===== src/rtl/top_pkg.sv =====
// -----------------------------------------------------------------------------
// top_pkg
// Shared definitions for the register/RAM block: bus widths, the word-address
// map (base addresses and field widths) and the address decoder used by the
// write path and the read pipeline.
// Contents:
//   ADDR_W / DATA_W   bus address and data widths
//   *_ADDR / *_BASE   word addresses of registers and RAM windows
//   *_W               field widths
//   region_e          decoded region of an address
//   decode_t          region plus copy index
//   decodeAddr()      full 24-bit decode, aware of how many foo copies exist
// -----------------------------------------------------------------------------
package top_pkg;

    localparam int ADDR_W = 24;
    localparam int DATA_W = 32;

    localparam int MAX_COPIES = 4;

    localparam logic [ADDR_W-1:0] TOP_REG_ADDR = 24'h00_0000;
    localparam logic [ADDR_W-1:0] TOP_BAZ_ADDR = 24'h00_0001;
    localparam logic [ADDR_W-1:0] FOO_N_BASE   = 24'h00_0004;
    localparam logic [ADDR_W-1:0] BAZ_RAM_BASE = 24'h00_0008;
    localparam logic [ADDR_W-1:0] FOO_RAM_BASE = 24'h00_0020;

    localparam int TOP_REG_W      = 8;
    localparam int TOP_BAZ_W      = 4;
    localparam int FOO_N_W        = 4;
    localparam int RAM_W          = 8;
    localparam int RAM_DEPTH      = 8;
    localparam int RAM_AW         = 3;
    localparam int FOO_RAM_STRIDE = 8;

    typedef enum logic [2:0] {
        RGN_NONE,
        RGN_TOP_REG,
        RGN_TOP_BAZ,
        RGN_FOO_N,
        RGN_BAZ_RAM,
        RGN_FOO_RAM
    } region_e;

    typedef struct packed {
        region_e    region;
        logic [1:0] idx;
    } decode_t;

    // All 24 address bits take part in every comparison, so nothing aliases.
    // Copies at or beyond 'copies' are treated as unmapped.
    function automatic decode_t decodeAddr(input logic [ADDR_W-1:0] addr,
                                           input int copies);
        decode_t d;
        d.region = RGN_NONE;
        d.idx    = '0;
        if (addr == TOP_REG_ADDR) begin
            d.region = RGN_TOP_REG;
        end else if (addr == TOP_BAZ_ADDR) begin
            d.region = RGN_TOP_BAZ;
        end else if (addr[ADDR_W-1:2] == FOO_N_BASE[ADDR_W-1:2] &&
                     int'({30'd0, addr[1:0]}) < copies) begin
            d.region = RGN_FOO_N;
            d.idx    = addr[1:0];
        end else if (addr[ADDR_W-1:RAM_AW] == BAZ_RAM_BASE[ADDR_W-1:RAM_AW]) begin
            d.region = RGN_BAZ_RAM;
        end else if (addr[ADDR_W-1:5] == FOO_RAM_BASE[ADDR_W-1:5] &&
                     int'({30'd0, addr[4:3]}) < copies) begin
            d.region = RGN_FOO_RAM;
            d.idx    = addr[4:3];
        end
        return d;
    endfunction

endpackage


===== src/rtl/foo_blk.sv =====
// -----------------------------------------------------------------------------
// foo_blk
// One 8 x 8 RAM window that decodes its own slice of the word-address space.
// Writes land on the clock edge where we_i is high and the address falls in
// the window; reads are synchronous and read-first, so a read and a write to
// the same entry on the same edge returns the old contents. The read register
// only updates on a read hit, so it holds its value while the rest of the
// read pipeline catches up. No reset on the storage so it maps onto RAM.
// Ports:
//   clk_i    bus clock
//   we_i     write enable (already qualified by the top)
//   re_i     read enable (already qualified by the top)
//   addr_i   full word address
//   wdata_i  write data, already truncated to the entry width
//   rdata_o  registered read data
// -----------------------------------------------------------------------------
module foo_blk
    import top_pkg::*;
#(
    parameter logic [ADDR_W-1:0] BASE = BAZ_RAM_BASE
) (
    input  logic              clk_i,
    input  logic              we_i,
    input  logic              re_i,
    input  logic [ADDR_W-1:0] addr_i,
    input  logic [RAM_W-1:0]  wdata_i,
    output logic [RAM_W-1:0]  rdata_o
);

    logic                 hit;
    logic [RAM_W-1:0]     mem_q [RAM_DEPTH];
    logic [RAM_W-1:0]     rdata_q;

    assign hit = (addr_i[ADDR_W-1:RAM_AW] == BASE[ADDR_W-1:RAM_AW]);

    // Read-first storage: the read samples the array before this edge's write.
    always_ff @(posedge clk_i) begin
        if (we_i && hit) begin
            mem_q[addr_i[RAM_AW-1:0]] <= wdata_i;
        end
        if (re_i && hit) begin
            rdata_q <= mem_q[addr_i[RAM_AW-1:0]];
        end
    end

    assign rdata_o = rdata_q;

endmodule


===== src/rtl/top.sv =====
// -----------------------------------------------------------------------------
// top
// Word-addressed register/RAM block: top_reg, top_baz, FOO_COPIES foo nibble
// registers, one baz RAM and FOO_COPIES foo RAMs. Reads complete exactly two
// cycles after the strobe and gb_rdata holds until the next read completes.
// Parameters:
//   FOO_COPIES  number of foo register + RAM pairs (1..4)
//   TOP_BAZ     reset value of top_baz (low 4 bits)
// Ports:
//   gb_clk    bus clock, rising edge
//   gb_rst_n  asynchronous active-low reset
//   gb_addr   word address
//   gb_wdata  write data
//   gb_rdata  read data
//   gb_wen    write strobe
//   gb_rstb   read strobe
// -----------------------------------------------------------------------------
module top
    import top_pkg::*;
#(
    parameter int FOO_COPIES = 4,
    parameter int TOP_BAZ    = 1
) (
    input  logic              gb_clk,
    input  logic              gb_rst_n,
    input  logic [ADDR_W-1:0] gb_addr,
    input  logic [DATA_W-1:0] gb_wdata,
    output logic [DATA_W-1:0] gb_rdata,
    input  logic              gb_wen,
    input  logic              gb_rstb
);

    localparam logic [31:0] TOP_BAZ_VEC = TOP_BAZ;

    logic [1:0]           rstSync_q;
    logic                 accessOk;
    logic                 wrEn;
    logic                 rdEn;
    decode_t              dec;

    logic [TOP_REG_W-1:0] topReg_q;
    logic [TOP_BAZ_W-1:0] topBaz_q;
    logic [FOO_N_W-1:0]   fooN_q [FOO_COPIES];

    logic [RAM_W-1:0]     bazRd;
    logic [RAM_W-1:0]     fooRd [FOO_COPIES];

    logic [7:0]           snap_d;
    logic                 rd1Vld_q;
    region_e              rd1Rgn_q;
    logic [1:0]           rd1Idx_q;
    logic [7:0]           rd1Snap_q;

    logic [DATA_W-1:0]    mux_d;
    logic                 rd2Vld_q;
    logic [DATA_W-1:0]    rd2Data_q;
    logic [DATA_W-1:0]    rdata_q;

    logic                 unusedWdata;

    assign unusedWdata = ^gb_wdata[DATA_W-1:RAM_W];

    // Reset release is brought into the clock domain; bus accesses are
    // ignored until the release has crossed both stages.
    always_ff @(posedge gb_clk or negedge gb_rst_n) begin
        if (!gb_rst_n) begin
            rstSync_q <= 2'b00;
        end else begin
            rstSync_q <= {rstSync_q[0], 1'b1};
        end
    end

    assign accessOk = rstSync_q[1];
    assign wrEn     = gb_wen  && accessOk;
    assign rdEn     = gb_rstb && accessOk;
    assign dec      = decodeAddr(gb_addr, FOO_COPIES);

    // Control registers, written directly from the bus.
    always_ff @(posedge gb_clk or negedge gb_rst_n) begin
        if (!gb_rst_n) begin
            topReg_q <= '0;
            topBaz_q <= TOP_BAZ_VEC[TOP_BAZ_W-1:0];
            for (int k = 0; k < FOO_COPIES; k++) begin
                fooN_q[k] <= '0;
            end
        end else if (wrEn) begin
            case (dec.region)
                RGN_TOP_REG: topReg_q <= gb_wdata[TOP_REG_W-1:0];
                RGN_TOP_BAZ: topBaz_q <= gb_wdata[TOP_BAZ_W-1:0];
                RGN_FOO_N: begin
                    for (int k = 0; k < FOO_COPIES; k++) begin
                        if (dec.idx == 2'(k)) begin
                            fooN_q[k] <= gb_wdata[FOO_N_W-1:0];
                        end
                    end
                end
                default: ;
            endcase
        end
    end

    foo_blk #(
        .BASE (BAZ_RAM_BASE)
    ) u_bazRam (
        .clk_i   (gb_clk),
        .we_i    (wrEn),
        .re_i    (rdEn),
        .addr_i  (gb_addr),
        .wdata_i (gb_wdata[RAM_W-1:0]),
        .rdata_o (bazRd)
    );

    for (genvar k = 0; k < FOO_COPIES; k++) begin : g_fooRam
        foo_blk #(
            .BASE (FOO_RAM_BASE + ADDR_W'(FOO_RAM_STRIDE * k))
        ) u_fooRam (
            .clk_i   (gb_clk),
            .we_i    (wrEn),
            .re_i    (rdEn),
            .addr_i  (gb_addr),
            .wdata_i (gb_wdata[RAM_W-1:0]),
            .rdata_o (fooRd[k])
        );
    end

    // Register values are snapshotted on the strobe edge, alongside the RAM
    // read, so a write on the same or the following edge cannot leak in.
    always_comb begin
        snap_d = '0;
        case (dec.region)
            RGN_TOP_REG: snap_d = topReg_q;
            RGN_TOP_BAZ: snap_d = {4'b0000, topBaz_q};
            RGN_FOO_N: begin
                for (int k = 0; k < FOO_COPIES; k++) begin
                    if (dec.idx == 2'(k)) begin
                        snap_d = {4'b0000, fooN_q[k]};
                    end
                end
            end
            default: ;
        endcase
    end

    // First read stage: remember which region was addressed.
    always_ff @(posedge gb_clk or negedge gb_rst_n) begin
        if (!gb_rst_n) begin
            rd1Vld_q  <= 1'b0;
            rd1Rgn_q  <= RGN_NONE;
            rd1Idx_q  <= '0;
            rd1Snap_q <= '0;
        end else begin
            rd1Vld_q <= rdEn;
            if (rdEn) begin
                rd1Rgn_q  <= dec.region;
                rd1Idx_q  <= dec.idx;
                rd1Snap_q <= snap_d;
            end
        end
    end

    // The read mux: one case on the decoded region.
    always_comb begin
        mux_d = '0;
        case (rd1Rgn_q)
            RGN_TOP_REG,
            RGN_TOP_BAZ,
            RGN_FOO_N:   mux_d = DATA_W'(rd1Snap_q);
            RGN_BAZ_RAM: mux_d = DATA_W'(bazRd);
            RGN_FOO_RAM: begin
                for (int k = 0; k < FOO_COPIES; k++) begin
                    if (rd1Idx_q == 2'(k)) begin
                        mux_d = DATA_W'(fooRd[k]);
                    end
                end
            end
            default: mux_d = '0;
        endcase
    end

    // Second and output stages; gb_rdata only moves when a read completes.
    always_ff @(posedge gb_clk or negedge gb_rst_n) begin
        if (!gb_rst_n) begin
            rd2Vld_q  <= 1'b0;
            rd2Data_q <= '0;
            rdata_q   <= '0;
        end else begin
            rd2Vld_q <= rd1Vld_q;
            if (rd1Vld_q) begin
                rd2Data_q <= mux_d;
            end
            if (rd2Vld_q) begin
                rdata_q <= rd2Data_q;
            end
        end
    end

    assign gb_rdata = rdata_q;

endmodule


===== config.mk =====
export PLATFORM = sky130hd
export DESIGN_NAME = top
export DESIGN_NICKNAME = d
export VERILOG_FILES = /design/src/rtl/top_pkg.sv /design/src/rtl/foo_blk.sv /design/src/rtl/top.sv
export SDC_FILE = /design/constraint.sdc
export NUM_CORES = 1
export LEC_CHECK = 0
export ABC_AREA = 1
export CELL_PAD_IN_SITES_DETAIL_PLACEMENT = 0
export CELL_PAD_IN_SITES_GLOBAL_PLACEMENT = 1
export CORE_AREA = 3 3 182 184
export CTS_CLUSTER_SIZE = 25
export DETAILED_ROUTE_END_ITERATION = 10
export DIE_AREA = 0 0 185 187
export PLACE_DENSITY_LB_ADDON = 0.1
export RECOVER_POWER = 100
export SLEW_MARGIN = 20
export SYNTH_ARGS = -nofsm -noshare
export SYNTH_HDL_FRONTEND = slang
export SYNTH_SLANG_ARGS = --single-unit

===== constraint.sdc =====
create_clock -name gb_clk -period 4.2 [get_ports gb_clk]
set_input_delay 0.63 -clock gb_clk [delete_from_list [all_inputs] [get_ports gb_clk]]
set_output_delay 0.63 -clock gb_clk [all_outputs]
set_load 0.02 [all_outputs]

==> results.json, run 1 <==
{
  "hold_path.class": "flip-flop to flip-flop",
  "synth_largest_area_cell": "edfxtp_1",
  "async_flop_share": 0.145,
  "setup-tns-final_ns": 0,
  "cts-root-buf": "clkbuf_16",
  "cts_resized": 0,
  "ir_worst_vdd_mv": 0.387,
  "netlist-cell-type-count": 42,
  "grt_pass1_vias": 9997,
  "max_stage_delay_ns": 1.11,
  "drv_slew": 312,
  "holdBufCountCts": 0,
  "vias_per_cell": 5.77,
  "cts_buffers": 43,
  "grt_pass1_wl_microns": 59300,
  "coreArea_sq_um": 31600,
  "wl_per_cell_microns": 22.0,
  "dominantRegCellSynth": "edfxtp_1",
  "clk_pin_slew_ns": 0.06,
  "min_period_ns": 3.48,
  "critPathKind": "input port to flip-flop",
  "ys_warn_count": 0,
  "track_usage": 0.226,
  "drive_gt1_frac": 0.0613,
  "h-tree-depth": 2,
  "diodes": 0,
  "worstPathArrival_ns": 3.80,
  "synth_seq_cells": 421,
  "final_cells": 1773,
  "drc": 0,
  "synth.avg_cell_area_sq_um": 13.1,
  "setup_viol": 0,
  "synth_top_area_share": 0.648,
  "rows": 65,
  "drt-initial-drc-count": 1030,
  "synthCells": 1271,
  "cts_sinks": 421,
  "cp.required_ns": 4.52,
  "cp_max_fo": 54,
  "synth_edf_count": 360,
  "yosysSeqAreaShare": 0.739,
  "cts_tree": "yes",
  "p_leak_uw": 0.00640,
  "cts_post_setup_buffers_inserted": 0,
  "worstMarginPinSlew_ns": 2.27,
  "max_cap_violations": 9,
  "netlist_area_sq_um": 16700,
  "rsz0062_at_grt": "no",
  "die_x_microns": 185,
  "p_per_area_nw_per_um2": 458,
  "io_buffers": 43,
  "finalHoldViolations": 0,
  "ctsLongestPathBuffers": 3,
  "first_pass_iters": 8,
  "synthToLayoutAreaGrowth_pct": 12.0,
  "critPathSlowestCell": "clkbuf_2",
  "fin_nets": 1402,
  "synthTopCellsByArea": "edfxtp_1 (65%), dfrtp_1 (9.0%), nor2_1 (5.6%), o21ai_0 (3.7%), a221oi_1 (3.7%)",
  "slew_headroom": -0.514,
  "post-route-period-util": 0.830,
  "finalPower_uw": 8560,
  "initial_utilization": 0.529,
  "cp-end-kind": "flip-flop",
  "dieArea_sq_um": 34600,
  "clkLatencyLatePin_ns": 0.53,
  "vias": 10235,
  "start_kind": "input port",
  "max_freq_ghz": 0.287,
  "wl_microns": 39000,
  "gp_congestion": 0.832,
  "die_h_microns": 187,
  "dpl.hpwl_microns": 24300,
  "dp.cells": 1699,
  "status": "finished, violations left",
  "finClkSkew_ns": 0.0109,
  "drtAntennaViolNets": 0,
  "grt_max_degree": 55,
  "antenna_found_initial": 0,
  "path_cells": "dlygate4sd3_1, nor2_1, clkbuf_2, a221oi_1, a22oi_1",
  "ios": 92,
  "violations": "capacitance limit, slew limit",
  "grt_remaining_overflow": 0
}
[flip-flops by register name, indices dropped and copies added (netlist names)]
| signal | count |
|---|---|
| rd1Vld_q | 1 |
| topBaz_q | 4 |
| rd1Idx_q | 2 |
| u_bazRam.rdata_o | 8 |
| u_bazRam.mem_q | 64 |
| g_fooRam.u_fooRam.mem_q | 256 |
| fooN_q | 16 |
| gb_rdata | 8 |
| g_fooRam.u_fooRam.rdata_o | 32 |
| rd1Snap_q | 8 |
| rd2Vld_q | 1 |
| rd1Rgn_q | 3 |
| rd2Data_q | 8 |
| topReg_q | 8 |
| rstSync_q | 2 |
[routing by layer]
| layer | vias to the layer above | part of all wire | global-route usage |
|---|---|---|---|
| met4 | 0 | 0.025 | 0.0670 |
| met5 | - | 0 | 0 |
| met2 | 328 | 0.48 | 0.361 |
| li1 | 4785 | - | - |
| met1 | 5054 | 0.44 | 0.325 |
| met3 | 68 | 0.058 | 0.0331 |
[area by class of cell]
cell class	instances	area [sq um]
Clock inverter	20	150
Tap cell	402	503
Multi-Input combinational cell	745	3790
Sequential cell	421	12300
Inverter	40	150
Timing Repair Buffer	91	613
Clock buffer	54	1140
Fill cell	2523	12900
[final timing paths]
path / startpoint / endpoint / slack (ns) / depth (start not counted)
max: gb_addr[1] / g_fooRam[3].u_fooRam.rdata_o[6]$_DFFE_PP_ / 0.72 / 5
min: rstSync_q[0]$_DFF_PN0_ / rstSync_q[1]$_DFF_PN0_ / 0.35 / 0
max reg2reg: rstSync_q[1]$_DFF_PN0_ / g_fooRam[3].u_fooRam.rdata_o[0]$_DFFE_PP_ / 1.87 / 2
min reg2reg: rstSync_q[0]$_DFF_PN0_ / rstSync_q[1]$_DFF_PN0_ / 0.35 / 0
max in group asynchronous: gb_rst_n / topReg_q[5]$_DFFE_PN0P_ / 1.60 / 2
min in group asynchronous: gb_rst_n / fooN_q[7]$_DFFE_PN0P_ / 0.78 / 1
[synth_stat cells (all sizes together) (3+ instances only)]
| master | n |
|---|---|
| nand4 | 10 |
| a21oi | 14 |
| or2 | 5 |
| a221oi | 71 |
| nor2 | 257 |
| a21boi | 3 |
| nor4 | 5 |
| nand3 | 23 |
| mux2i | 5 |
| clkbuf | 53 |
| a22oi | 51 |
| edfxtp | 360 |
| o21ai | 134 |
| nor3 | 6 |
| o31ai | 4 |
| a31oi | 8 |
| buf | 35 |
| dfrtp | 60 |
| inv | 40 |
| nand2 | 116 |
[critical path, delay by kind of cell]
family                 cells  cell delay, ns
AOI/OAI and AO/OA          2            0.66
buffers and inverters      2            1.89
and+or+nand+nor            1            0.58
[cell families after synthesis]
family                 count (synthesis)  share of synthesized area
AOI/OAI and AO/OA                    290                      0.114
buffers and inverters                128                     0.0348
DFF                                  421                      0.739
muxes                                  5                    0.00300
other                                  2                   0.000450
and+or+nand+nor                      425                      0.109
[where the power goes]
part           internal (uW)  total, uW  switching, uW
Combinational            129        457            328
Sequential              4570       4590           13.0
Clock                   2030       3510           1480
[through the flow]
step	util	setup WS, ns	instance area, sq um	hold WS [ns]
4_1_cts	0.599	1.28	18900	0.280
6_report	0.592	0.716	18700	0.352
2_1_floorplan	-	1.79	16800	0.331
5_1_grt	0.592	0.545	18700	0.368
3_5_place_dp	0.559	0.738	17600	0.339
3_3_place_gp	0.559	0.757	17600	0.339
[layout by cell type (no fill, tap or decap), types with 21 or more instances in the layout]
| cell type | Yosys | routed |
|---|---|---|
| conb_1 | 2 | 25 |
| nand2_1 | 110 | 110 |
| a221oi_1 | 71 | 71 |
| nor2_1 | 250 | 253 |
| o21ai_0 | 125 | 134 |
| clkbuf_1 | 53 | 52 |
| inv_1 | 37 | 38 |
| dfrtp_1 | 60 | 60 |
| clkbuf_16 | 0 | 44 |
| edfxtp_1 | 360 | 360 |
| nand3_1 | 20 | 21 |
| a22oi_1 | 51 | 51 |
No activity file was read; power rests on OpenSTA's default activity.
==> run 2, diff against run 1 <==
--- a/config.mk
+++ b/config.mk
@@ -8,10 +8,10 @@
 export ABC_AREA = 1
 export CELL_PAD_IN_SITES_DETAIL_PLACEMENT = 0
 export CELL_PAD_IN_SITES_GLOBAL_PLACEMENT = 1
-export CORE_AREA = 3 3 182 184
+export CORE_AREA = 3 3 189 191
 export CTS_CLUSTER_SIZE = 25
 export DETAILED_ROUTE_END_ITERATION = 10
-export DIE_AREA = 0 0 185 187
+export DIE_AREA = 0 0 192 194
 export PLACE_DENSITY_LB_ADDON = 0.1
 export RECOVER_POWER = 100
 export SLEW_MARGIN = 20
==> constraint.sdc (replaced) <==
create_clock -name gb_clk -period 3.4 [get_ports gb_clk]
set_input_delay 0.51 -clock gb_clk [delete_from_list [all_inputs] [get_ports gb_clk]]
set_output_delay 0.51 -clock gb_clk [all_outputs]
set_load 0.02 [all_outputs]
==> results.json, run 2 (same netlist as run 1, synthesis figures left out) <==
{
  "finClkSkew_ns": 0.0154,
  "die_x_microns": 192,
  "h-tree-depth": 2,
  "clkLatencyLatePin_ns": 0.56,
  "finalHoldViolations": 0,
  "drive_gt1_frac": 0.0968,
  "post-route-period-util": 0.854,
  "hold_path.class": "flip-flop to flip-flop",
  "vias_per_cell": 5.54,
  "rsz0062_at_grt": "no",
  "drc": 0,
  "cts-root-buf": "clkbuf_16",
  "grt_max_degree": 49,
  "dieArea_sq_um": 37200,
  "coreArea_sq_um": 34300,
  "critPathKind": "input port to flip-flop",
  "status": "finished, violations left",
  "first_pass_iters": 5,
  "wl_per_cell_microns": 21.3,
  "worstMarginPinSlew_ns": 2.11,
  "final_cell_mix": "edfxtp_1 (360), nor2_1 (251), o21ai_0 (130)",
  "dp.cells": 1779,
  "crit_path_frequent_cell": "nor2_1",
  "max_cap_violations": 7,
  "dpl.hpwl_microns": 25300,
  "cts_tree": "yes",
  "path_cells": "dlygate4sd3_1, nor2_1, nand2_1, nor2_1, clkbuf_1",
  "ir_worst_vdd_mv": 0.518,
  "finalWorstSetupSlack_ns": 0.498,
  "clk_pin_slew_ns": 0.06,
  "track_usage": 0.213,
  "wl_microns": 39700,
  "gp_congestion": 0.813,
  "largest_reg_flops": 256,
  "max_freq_ghz": 0.345,
  "place_ws_ns": 0.348,
  "cts_post_setup_buffers_inserted": 0,
  "holdBufCountCts": 0,
  "max_stage_delay_ns": 0.78,
  "start_kind": "input port",
  "cts_resized": 0,
  "p_leak_uw": 0.00671,
  "final_cells": 1860,
  "drt-initial-drc-count": 872,
  "cts_sinks": 421,
  "grt_remaining_overflow": 0,
  "die_h_microns": 194,
  "drtAntennaViolNets": 0,
  "worstPathArrival_ns": 3.11,
  "violations": "capacitance limit, slew limit",
  "grt_pass1_wl_microns": 59300,
  "vias": 10309,
  "critPathSlowestCell": "dlygate4sd3_1",
  "cp-end-kind": "flip-flop",
  "antenna_found_initial": 0,
  "fillers": 2858,
  "fin_nets": 1431,
  "slew_headroom": -0.410,
  "grt_pass1_vias": 10079,
  "drv_slew": 251,
  "setup-tns-final_ns": 0,
  "ctsLongestPathBuffers": 3,
  "synthToLayoutAreaGrowth_pct": 15.4,
  "io_buffers": 43,
  "cp_max_fo": 9,
  "diodes": 0,
  "final_common_cell": "edfxtp_1",
  "cts_buffers": 44,
  "initial_utilization": 0.487,
  "ios": 92,
  "finalPower_uw": 11100,
  "rows": 68,
  "p_per_area_nw_per_um2": 578,
  "setup_viol": 0,
  "cp.required_ns": 3.61,
  "min_period_ns": 2.90
}
## run 2: path summary, 6_finish.rpt
check                                   startpoint                                          to  slack, ns  cells after the start
min in group asynchronous                 gb_rst_n                       fooN_q[1]$_DFFE_PN0P_       0.49                      2
hold / removal              rstSync_q[0]$_DFF_PN0_                      rstSync_q[1]$_DFF_PN0_       0.35                      0
setup reg to reg           rd1Rgn_q[1]$_DFFE_PN0P_                    rd2Data_q[4]$_DFFE_PN0P_       1.35                      5
setup / recovery                        gb_addr[1]  g_fooRam[1].u_fooRam.mem_q[5][3]$_DFFE_PP_       0.50                      5
hold reg to reg             rstSync_q[0]$_DFF_PN0_                      rstSync_q[1]$_DFF_PN0_       0.35                      0
max in group asynchronous                 gb_rst_n                     gb_rdata[0]$_DFFE_PN0P_       1.73                      3
## run 2: where the power goes
| group | internal [uW] | switching (uW) | leakage (uW) |
|---|---|---|---|
| sequential | 5650 | 15.7 | 0.00403 |
| clock | 2970 | 1910 | 0.000723 |
| combinational | 171 | 410 | 0.00196 |
| total | 8790 | 2340 | 0.00671 |
## run 2: critical path: cells and delay by family
family | cells | cell delay (ns)
simple gates | 3 | 1.41
buf+inv | 2 | 1.18
## run 2: stage by stage
stage               utilization  hold WS [ns]  area (sq um)
floorplan                     -         0.214         16800
global placement          0.523         0.337         17900
detailed placement        0.523         0.344         17900
CTS                       0.566         0.138         19400
global route              0.562         0.362         19300
finish                    0.562         0.353         19300
## run 2: layout make-up
type | instances | area, sq um | share of cell area
clock buffers | 58 | 1220 | 0.0632
well taps | 455 | 569 | 0.0296
inverters | 40 | 150 | 0.00780
repair buffers | 119 | 905 | 0.0470
multi-input cells | 745 | 3810 | 0.198
flip-flops and latches | 421 | 12300 | 0.641
clock inverters | 22 | 269 | 0.0140
## run 2: routing by layer
| metal | part of all wire | up-vias | track usage |
|---|---|---|---|
| li1 | - | 4857 | - |
| met1 | 0.43 | 5135 | 0.297 |
| met2 | 0.49 | 266 | 0.346 |
| met3 | 0.060 | 51 | 0.0452 |
| met4 | 0.019 | 0 | 0.0510 |
| met5 | 0 | - | 0 |
==> run 3, diff against run 2 <==
--- a/config.mk
+++ b/config.mk
@@ -14,7 +14,7 @@
 export DIE_AREA = 0 0 192 194
 export PLACE_DENSITY_LB_ADDON = 0.1
 export RECOVER_POWER = 100
-export SLEW_MARGIN = 20
+export SLEW_MARGIN = 10
 export SYNTH_ARGS = -nofsm -noshare
 export SYNTH_HDL_FRONTEND = slang
 export SYNTH_SLANG_ARGS = --single-unit
==> results.json, run 3 (same netlist as run 1, synthesis figures left out) <==
{
  "place_area_sq_um": 17900,
  "hold_path.class": "flip-flop to flip-flop",
  "max_freq_ghz": 0.347,
  "ctsLongestPathBuffers": 3,
  "io_buffers": 43,
  "h-tree-depth": 2,
  "cts_buffers": 44,
  "clkLatencyLatePin_ns": 0.57,
  "cts-root-buf": "clkbuf_16",
  "fin_nets": 1430,
  "clk_pin_slew_ns": 0.06,
  "grt_pass1_wl_microns": 59300,
  "critPathSlowestCell": "nor2_1",
  "ir_worst_vdd_mv": 0.518,
  "wl_per_cell_microns": 21.3,
  "grt_pass1_vias": 10079,
  "cp.buffers_inverters": 2,
  "max_cap_violations": 7,
  "dieArea_sq_um": 37200,
  "cts_post_setup_buffers_inserted": 0,
  "cts_resized": 0,
  "p_clk_frac": 0.439,
  "setup_viol": 0,
  "antenna_found_initial": 0,
  "rows": 68,
  "setup-tns-final_ns": 0,
  "cts_tree": "yes",
  "worstMarginPinSlew_ns": 2.39,
  "drive_gt1_frac": 0.0962,
  "grt_max_degree": 49,
  "dpl.hpwl_microns": 25300,
  "track_usage": 0.213,
  "final_area_sq_um": 19200,
  "ios": 92,
  "drv_slew": 297,
  "rsz0062_at_grt": "no",
  "p_leak_uw": 0.00670,
  "gp_congestion": 0.813,
  "grt_remaining_overflow": 0,
  "status": "finished, violations left",
  "die_x_microns": 192,
  "path_cells": "dlygate4sd3_1, nor2_1, nand2_1, nor2_1, clkbuf_1",
  "critPathKind": "input port to flip-flop",
  "p_seq_frac": 0.509,
  "min_period_ns": 2.88,
  "holdBufCountCts": 0,
  "synthToLayoutAreaGrowth_pct": 15.3,
  "final_cell_mix": "edfxtp_1 (360), nor2_1 (251), o21ai_0 (130)",
  "critical_path.top_delay_family": "simple AND/OR/NAND/NOR gates",
  "vias_per_cell": 5.52,
  "start_kind": "input port",
  "slew_headroom": -0.597,
  "die_h_microns": 194,
  "largest_reg_flops": 256,
  "first_pass_iters": 7,
  "cp_max_fo": 9,
  "drtAntennaViolNets": 0,
  "crit_path_frequent_cell": "nor2_1",
  "switching_share": 0.210,
  "cts_sinks": 421,
  "coreArea_sq_um": 34300,
  "p_comb_frac": 0.052,
  "vias": 10268,
  "internal-power_uw": 8790,
  "drt-initial-drc-count": 869,
  "violations": "capacitance limit, slew limit",
  "finalHoldViolations": 0,
  "diodes": 0,
  "post-route-period-util": 0.848,
  "wl_microns": 39700,
  "final_common_cell": "edfxtp_1",
  "worstPathArrival_ns": 3.09,
  "initial_utilization": 0.487,
  "cp-end-kind": "flip-flop",
  "finClkSkew_ns": 0.0171,
  "cp.required_ns": 3.61,
  "p_per_area_nw_per_um2": 578,
  "drc": 0,
  "switchingPower_uw": 2340,
  "max_stage_delay_ns": 0.79
}
-- run 3: metal layers --
| metal | wire [microns] | GRT usage | up-vias | share of wire |
|---|---|---|---|---|
| met4 | 753 | 0.0510 | 0 | 0.019 |
| met2 | 19400 | 0.346 | 235 | 0.49 |
| met3 | 2060 | 0.0452 | 51 | 0.052 |
| met5 | 0 | 0 | - | 0 |
| met1 | 17500 | 0.297 | 5128 | 0.44 |
| li1 | - | - | 4854 | - |
-- run 3: path summary, 6_finish.rpt --
check / cells after the start / start / end / slack [ns]
worst max register to register: 5 / rd1Rgn_q[1]$_DFFE_PN0P_ / rd2Data_q[3]$_DFFE_PN0P_ / 1.39
worst min register to register: 0 / rstSync_q[0]$_DFF_PN0_ / rstSync_q[1]$_DFF_PN0_ / 0.35
min in group asynchronous: 1 / gb_rst_n / fooN_q[1]$_DFFE_PN0P_ / 0.67
worst max-delay path: 5 / gb_addr[1] / g_fooRam[1].u_fooRam.mem_q[5][3]$_DFFE_PP_ / 0.52
worst min-delay path: 0 / rstSync_q[0]$_DFF_PN0_ / rstSync_q[1]$_DFF_PN0_ / 0.35
max in group asynchronous: 2 / gb_rst_n / gb_rdata[0]$_DFFE_PN0P_ / 1.03
-- run 3: through the flow --
stage	std cells	total power, uW	setup WS, ns	hold slack (ns)	util
detailed placement	1779	6370	0.348	0.344	0.523
floorplan	1294	6080	1.11	0.214	-
global placement	1779	6360	0.378	0.337	0.523
global route	1859	11500	0.390	0.362	0.561
CTS	1859	11200	0.945	0.138	0.566
finish	1859	11100	0.517	0.353	0.561
-- run 3: area by class of cell --
class                   instances  area, sq um
fillers                      2862        15000
flip-flops and latches        421        12300
multi-input cells             745         3810
clock buffers                  58         1220
repair buffers                118          891
well taps                     455          569
clock inverters                22          269
inverters                      40          150
-- run 3: power by group through the flow --
stage	Clock [uW]	Combinational, uW	Sequential, uW
2_1_floorplan	0	302	5780
3_3_place_gp	0	596	5770
3_5_place_dp	0	602	5770
4_1_cts	4980	603	5660
5_1_grt	5190	640	5670
6_report	4880	580	5660
